$ cat src/rtl/router_tile_scheduler.sv
// -----------------------------------------------------------------------------
// router_tile_scheduler
//
// Walks a W x H output map in raster order and hands each output pixel to one
// systolic-array row. It issues up to SA_HEIGHT pixels per batch, then waits
// for the compute engine before issuing the next batch. The whole map is
// repeated once per channel group. Each pixel leaves on a valid/ready
// handshake as a registered descriptor: row, x, y, input address and channel.
//
// Input address = start + y*S*pitch + x*S (mod 2^ADDR_WIDTH). It is formed
// incrementally: a row base advances by S*pitch per output row, and an x
// offset advances by S per pixel.
//
// Ports
//   i_clk, i_rst            clock (rising edge), async active-high reset
//   i_en                    start request, sampled only in IDLE
//   i_reg_clear             synchronous abort back to IDLE (highest priority)
//   i_start_addr            input-map base address
//   i_i_width               input row pitch in words
//   i_o_width, i_o_height   output map size W, H
//   i_stride                stride S (0 behaves as 1)
//   i_ch_groups             channel-group count C
//   i_ready                 router accepts the current descriptor
//   i_compute_done          one-cycle pulse: batch compute finished
//   o_valid                 descriptor valid (ISSUE state)
//   o_row_number            systolic row for this pixel
//   o_o_x, o_o_y            output coordinates
//   o_addr                  input-map address for this pixel
//   o_ch                    current channel group
//   o_busy, o_done          not-IDLE / in-DONE status
// -----------------------------------------------------------------------------
module router_tile_scheduler #(
  parameter int SA_HEIGHT  = 4,
  parameter int ADDR_WIDTH = 8,
  parameter int STRIDE_W   = 2,
  parameter int CH_W       = 4,
  localparam int RB        = $clog2(SA_HEIGHT)
) (
  input  logic                  i_clk,
  input  logic                  i_rst,
  input  logic                  i_en,
  input  logic                  i_reg_clear,
  input  logic [ADDR_WIDTH-1:0] i_start_addr,
  input  logic [ADDR_WIDTH-1:0] i_i_width,
  input  logic [ADDR_WIDTH-1:0] i_o_width,
  input  logic [ADDR_WIDTH-1:0] i_o_height,
  input  logic [STRIDE_W-1:0]   i_stride,
  input  logic [CH_W-1:0]       i_ch_groups,
  input  logic                  i_ready,
  input  logic                  i_compute_done,
  output logic                  o_valid,
  output logic [RB-1:0]         o_row_number,
  output logic [ADDR_WIDTH-1:0] o_o_x,
  output logic [ADDR_WIDTH-1:0] o_o_y,
  output logic [ADDR_WIDTH-1:0] o_addr,
  output logic [CH_W-1:0]       o_ch,
  output logic                  o_busy,
  output logic                  o_done
);

  typedef enum logic [1:0] {
    S_IDLE  = 2'd0,
    S_ISSUE = 2'd1,
    S_WAIT  = 2'd2,
    S_DONE  = 2'd3
  } state_e;

  state_e state_q, state_d;

  // Latched configuration
  logic [ADDR_WIDTH-1:0] start_q, start_d;
  logic [ADDR_WIDTH-1:0] pitch_q, pitch_d;
  logic [ADDR_WIDTH-1:0] w_q, w_d;
  logic [ADDR_WIDTH-1:0] h_q, h_d;
  logic [STRIDE_W-1:0]   s_q, s_d;    // effective stride, never 0
  logic [CH_W-1:0]       c_q, c_d;

  // Walk counters and address state
  logic [ADDR_WIDTH-1:0] x_q, x_d;
  logic [ADDR_WIDTH-1:0] y_q, y_d;
  logic [RB-1:0]         row_q, row_d;
  logic [CH_W-1:0]       ch_q, ch_d;
  logic [ADDR_WIDTH-1:0] row_base_q, row_base_d;
  logic [ADDR_WIDTH-1:0] x_off_q, x_off_d;
  logic [ADDR_WIDTH-1:0] addr_q, addr_d;
  logic                  last_taken_q, last_taken_d; // final pixel of this channel issued

  logic                  cfg_ok;
  logic                  fire;
  logic                  last_pix;
  logic                  batch_end;
  logic                  more_ch;
  logic [ADDR_WIDTH-1:0] row_step;

  assign cfg_ok    = (i_o_width != '0) && (i_o_height != '0) && (i_ch_groups != '0);
  assign fire      = (state_q == S_ISSUE) && i_ready;
  assign last_pix  = (x_q == w_q - ADDR_WIDTH'(1)) && (y_q == h_q - ADDR_WIDTH'(1));
  assign batch_end = (row_q == RB'(SA_HEIGHT - 1)) || last_pix;
  assign more_ch   = (ch_q != c_q - CH_W'(1));

  // S*pitch as a shift-and-add over the few stride bits; no multiplier needed.
  always_comb begin
    row_step = '0;
    for (int b = 0; b < STRIDE_W; b++) begin
      if (s_q[b]) row_step = row_step + (pitch_q << b);
    end
  end

  // ---------------------------------------------------------------------------
  // FSM: state register
  // ---------------------------------------------------------------------------
  // NOTE: sequential state uses non-blocking assignments so every register
  // samples pre-edge values; combinational blocks use blocking assignments.
  always_ff @(posedge i_clk or posedge i_rst) begin
    if (i_rst) state_q <= S_IDLE;
    else       state_q <= state_d;
  end

  // ---------------------------------------------------------------------------
  // FSM: next-state logic
  // ---------------------------------------------------------------------------
  always_comb begin
    state_d = state_q;
    if (i_reg_clear) begin
      state_d = S_IDLE;
    end else begin
      unique case (state_q)
        S_IDLE:  if (i_en) state_d = cfg_ok ? S_ISSUE : S_DONE;
        S_ISSUE: if (fire && batch_end) state_d = S_WAIT;
        S_WAIT:  if (i_compute_done) state_d = (!last_taken_q || more_ch) ? S_ISSUE : S_DONE;
        S_DONE:  state_d = S_DONE;
        default: state_d = S_IDLE;
      endcase
    end
  end

  // ---------------------------------------------------------------------------
  // FSM: outputs
  // ---------------------------------------------------------------------------
  always_comb begin
    o_valid = (state_q == S_ISSUE);
    o_busy  = (state_q != S_IDLE);
    o_done  = (state_q == S_DONE);
  end

  assign o_row_number = row_q;
  assign o_o_x        = x_q;
  assign o_o_y        = y_q;
  assign o_addr       = addr_q;
  assign o_ch         = ch_q;

  // ---------------------------------------------------------------------------
  // Datapath next-state
  // ---------------------------------------------------------------------------
  // NOTE: every variable gets a hold default at the top so no path leaves it
  // unassigned, which would otherwise infer a latch.
  always_comb begin
    start_d      = start_q;
    pitch_d      = pitch_q;
    w_d          = w_q;
    h_d          = h_q;
    s_d          = s_q;
    c_d          = c_q;
    x_d          = x_q;
    y_d          = y_q;
    row_d        = row_q;
    ch_d         = ch_q;
    row_base_d   = row_base_q;
    x_off_d      = x_off_q;
    addr_d       = addr_q;
    last_taken_d = last_taken_q;

    if (i_reg_clear) begin
      x_d          = '0;
      y_d          = '0;
      row_d        = '0;
      ch_d         = '0;
      row_base_d   = '0;
      x_off_d      = '0;
      addr_d       = '0;
      last_taken_d = 1'b0;
    end else begin
      unique case (state_q)
        S_IDLE: begin
          if (i_en) begin
            start_d      = i_start_addr;
            pitch_d      = i_i_width;
            w_d          = i_o_width;
            h_d          = i_o_height;
            s_d          = (i_stride == '0) ? STRIDE_W'(1) : i_stride;
            c_d          = i_ch_groups;
            x_d          = '0;
            y_d          = '0;
            row_d        = '0;
            ch_d         = '0;
            row_base_d   = i_start_addr;
            x_off_d      = '0;
            addr_d       = i_start_addr;
            last_taken_d = 1'b0;
          end
        end
        S_ISSUE: begin
          if (fire) begin
            if (x_q == w_q - ADDR_WIDTH'(1)) begin
              x_d        = '0;
              x_off_d    = '0;
              y_d        = y_q + ADDR_WIDTH'(1);
              row_base_d = row_base_q + row_step;
            end else begin
              x_d     = x_q + ADDR_WIDTH'(1);
              x_off_d = x_off_q + ADDR_WIDTH'(s_q);
            end
            row_d        = batch_end ? '0 : row_q + RB'(1);
            last_taken_d = last_taken_q | last_pix;
            addr_d       = row_base_d + x_off_d;
          end
        end
        S_WAIT: begin
          // Map exhausted but more channel groups: rewind the walk.
          if (i_compute_done && last_taken_q && more_ch) begin
            ch_d         = ch_q + CH_W'(1);
            x_d          = '0;
            y_d          = '0;
            row_base_d   = start_q;
            x_off_d      = '0;
            addr_d       = start_q;
            last_taken_d = 1'b0;
          end
        end
        default: ;
      endcase
    end
  end

  // ---------------------------------------------------------------------------
  // Datapath registers
  // ---------------------------------------------------------------------------
  // NOTE: all registers here are small control state, so all of them are reset;
  // there is no memory array that could be left unreset.
  always_ff @(posedge i_clk or posedge i_rst) begin
    if (i_rst) begin
      start_q      <= '0;
      pitch_q      <= '0;
      w_q          <= '0;
      h_q          <= '0;
      s_q          <= '0;
      c_q          <= '0;
      x_q          <= '0;
      y_q          <= '0;
      row_q        <= '0;
      ch_q         <= '0;
      row_base_q   <= '0;
      x_off_q      <= '0;
      addr_q       <= '0;
      last_taken_q <= 1'b0;
    end else begin
      start_q      <= start_d;
      pitch_q      <= pitch_d;
      w_q          <= w_d;
      h_q          <= h_d;
      s_q          <= s_d;
      c_q          <= c_d;
      x_q          <= x_d;
      y_q          <= y_d;
      row_q        <= row_d;
      ch_q         <= ch_d;
      row_base_q   <= row_base_d;
      x_off_q      <= x_off_d;
      addr_q       <= addr_d;
      last_taken_q <= last_taken_d;
    end
  end

endmodule

$ cat config.mk
export PLATFORM = sky130hd
export DESIGN_NAME = router_tile_scheduler
export DESIGN_NICKNAME = d
export VERILOG_FILES = /design/src/rtl/router_tile_scheduler.sv
export SDC_FILE = /design/constraint.sdc
export NUM_CORES = 1
export LEC_CHECK = 0
export ABC_AREA = 1
export BUFFER_PORTS_ARGS = -buffer_cell sky130_fd_sc_hd__buf_4
export CORE_MARGIN = 2
export CORE_UTILIZATION = 52
export DETAILED_ROUTE_END_ITERATION = 6
export PLACE_DENSITY = 0.73
export SYNTH_ARGS = -nofsm -noshare
export SYNTH_HDL_FRONTEND = slang
export SYNTH_SLANG_ARGS = --single-unit
$ cat constraint.sdc
create_clock -name i_clk -period 4.4 [get_ports i_clk]
set_input_delay 0.88 -clock i_clk [delete_from_list [all_inputs] [get_ports i_clk]]
set_output_delay 0.88 -clock i_clk [all_outputs]
set_load 0.02 [all_outputs]
==> flow_summary.ini <==
[final_layout]
final_cell_mix = 219 x nand2_1, 107 x inv_1, 87 x dfrtp_1
mostFrequentLayoutCell = nand2_1
final_nets = 964
num_antenna_cells = 0
final_util = 0.621
syn2layout_area_growth_pct = 17.8
fillers = 1027
drive_above_1_share = 0.171
fin_cells = 1032

[sta]
period_share = 0.930
finalMaxSlewViolations = 0
post-route-min-period_ns = 4.09
fmax_mhz = 244
skew_ns = 0.00963
finalHoldViolCount = 0
timing.slew.headroom = 0.432
worstMarginPinSlew_ns = 0.851
finalSetupViolations = 0

[routing]
vias = 5575
drc = 0
drt_iter0_markers = 349
drt_pass1_iterations = 5
postRouteAntennaNets = 0
vias_per_cell = 5.40
wl_mm = 15.3
post_drt_wl_per_cell_um = 14.9

[floorplanning]
ioPinCount = 77
die_h_um = 111
dieWidth_um = 111
start_util = 0.527
dieArea_um2 = 12300
rows = 39
core_area_um2 = 11300

[worst_setup_path]
critPathSlowestCell = fa_2
cp.required_ns = 4.64
reg2reg_to = o_addr[7]
ff2ff_path_depth = 30
cp.arrival_ns = 4.34
crit_start = pitch_q[1]
rr_startpoint = pitch_q[1]
crit_top_cell = nand2_1
path_class = flop to flop
end_kind = flop
critPathCapture = o_addr[7]
max_stage_delay_ns = 0.39
critPathLaunchType = flop
r2r_slack_ns = 0.31
path_max_fanout = 3

[global_route]
grt.total_usage = 0.258
grt_pass1_wl_mm = 25.7
grt_overflow = 0
grt_pass1_vias = 5404
antenna_found_initial = 0
grt_max_degree = 58

[cts]
clkLatencyLatePin_ns = 0.35
htree_num_levels = 3
cts_hold_buffers = 0
cts_inserted_buffers = 9
cts.clk_slew.worst_paths_ns = 0.06
clkSinkCount = 87
cts_root_buf = clkbuf_16
clock_path_buffers = 2
cts_tree = yes

[logic_synthesis]
syn_area_um2 = 5960
synth-seq-cells = 87
synthTopCellsByArea = dfrtp_1 37%, nand2_1 14%, inv_1 7.0%
synth_ff_type = dfrtp_1
yosys.area.top_type = dfrtp_1
syn_inst = 810
yosysUniqueCellTypes = 48
syn_avg_cell_area_um2 = 7.36
yosys_warnings = 0
async_flop_share = 1.00
synth_fp_nets = 890
synth_edf_count = 0
yosysSeqAreaShare = 0.365
synth_top_area_frac = 0.365

[place]
portBuffers = 76
hpwl_mm = 11.5
gp_congestion = 0.963
dp_cells = 1012

[power]
p_int_w = 0.00251
power_switching_share = 0.480
pwr-share-seq = 0.268
power_density_nw_per_um2 = 686
clkPwrFrac = 0.152
power_frac_comb = 0.580
switchingPower_w = 0.00231
vdd_ir_drop_max_uv = 343
p_leak_nw = 3.60

[run_status]
status = completed

[run]
maxCapViolations = 0

[min_path]
min_path_cells = 2
hold_class = flop to flop
[worst max-delay path: cells and delay by family, from the launching register on]
kind	cells	cell delay [ns]
DFF	1	0.37
buffers and inverters	5	0.36
and+or+nand+nor	13	1.04
adders and majority gates	4	1.10
AOI/OAI and AO/OA	6	0.82
xor gates and xnor gates	2	0.31
[flip-flops by register name, summed over array words and instances (netlist names)]
register,flops
last_taken_q,1
h_q,8
w_q,8
start_q,8
pitch_q,8
c_q,4
state_q,2
o_addr,8
o_ch,4
s_q,2
o_o_y,8
o_o_x,8
row_base_q,8
x_off_q,8
o_row_number,2
[kinds of logic (layout without fill, tap and decap cells)]
family	after synthesis	after routing	share of synthesized area
compound gates	134	134	0.128
simple gates	371	371	0.273
buf+inv	140	219	0.0917
mux	1	1	0.00168
flops	87	87	0.365
fa+ha+maj	36	36	0.0806
xor+xnor	41	41	0.0602
[cells in the mapped netlist, types with 2 or more instances]
master	instances
xnor2_1	15
dfrtp_1	87
nand2_1	222
nand3_2	2
nand2_2	4
nor4_1	7
o31ai_1	2
nor2_1	52
ha_1	32
fa_1	4
or2_2	4
o21ai_2	2
o21bai_1	4
nor2_4	4
clkbuf_1	13
o22ai_1	10
o21ai_0	64
nor2_2	7
nand3_1	43
buf_4	2
nand4_1	11
xor2_1	26
nor3_1	8
buf_2	4
o21ai_1	2
nand3b_1	2
inv_1	112
inv_2	5
o211ai_1	6
a21oi_1	35
o41ai_2	2
[power by group through the flow]
stage / Combinational, W / Sequential, W / Clock (W)
after floorplan: 0.00204 / 0.00129 / 0
after global placement: 0.00261 / 0.00129 / 0
after detailed placement: 0.00269 / 0.00130 / 0
after CTS: 0.00270 / 0.00129 / 0.000739
after global routing: 0.00317 / 0.00133 / 0.000771
final: 0.00280 / 0.00129 / 0.000731
[area by class of cell]
type                       count  area (µm²)  share of cell area
multi-input combinational    583        3310               0.471
sequential                    87        2180               0.310
timing repair buffer          84         631              0.0898
inverter                     119         449              0.0639
clock buffer                  13         260              0.0370
tap                          143         179              0.0255
clock inverter                 3        17.5             0.00249
[worst min-delay path by stage]
stage / from / to / slack, ns
after floorplan: start_q[0] / start_q[0] / 0.44
after global placement: start_q[5] / start_q[5] / 0.46
after detailed placement: start_q[0] / start_q[0] / 0.46
after CTS: start_q[0] / start_q[0] / 0.48
after global routing: start_q[0] / start_q[0] / 0.49
final: start_q[0] / start_q[0] / 0.48
[layer usage]
layer,global-route usage,routed length [µm],vias to the layer above,part of all wire
met1,0.331,6750,2676,0.44
met2,0.451,7620,125,0.50
met3,0.0399,696,16,0.045
met5,0,0,-,0
met4,0.0757,265,0,0.017
li1,-,-,2758,-
[stage by stage]
stage / hold WS [ns] / cell area (µm²) / TNS, ns / total power (W) / worst slack, ns
finish: 0.477 / 7030 / 0 / 0.00482 / 0.308
global route: 0.489 / 7030 / -0.00678 / 0.00527 / -0.00678
CTS: 0.479 / 6930 / 0 / 0.00473 / 0.138
detailed placement: 0.463 / 6650 / 0 / 0.00399 / 0.161
global placement: 0.457 / 6650 / 0 / 0.00391 / 0.282
floorplan: 0.442 / 5960 / 0 / 0.00333 / 0.377
[what timing repair did]
action	4_1_cts	5_1_grt
gates resized for setup	0	21
setup buffers	0	4
setup endpoints to repair	0	1
(Power assumes the default switching activity.)
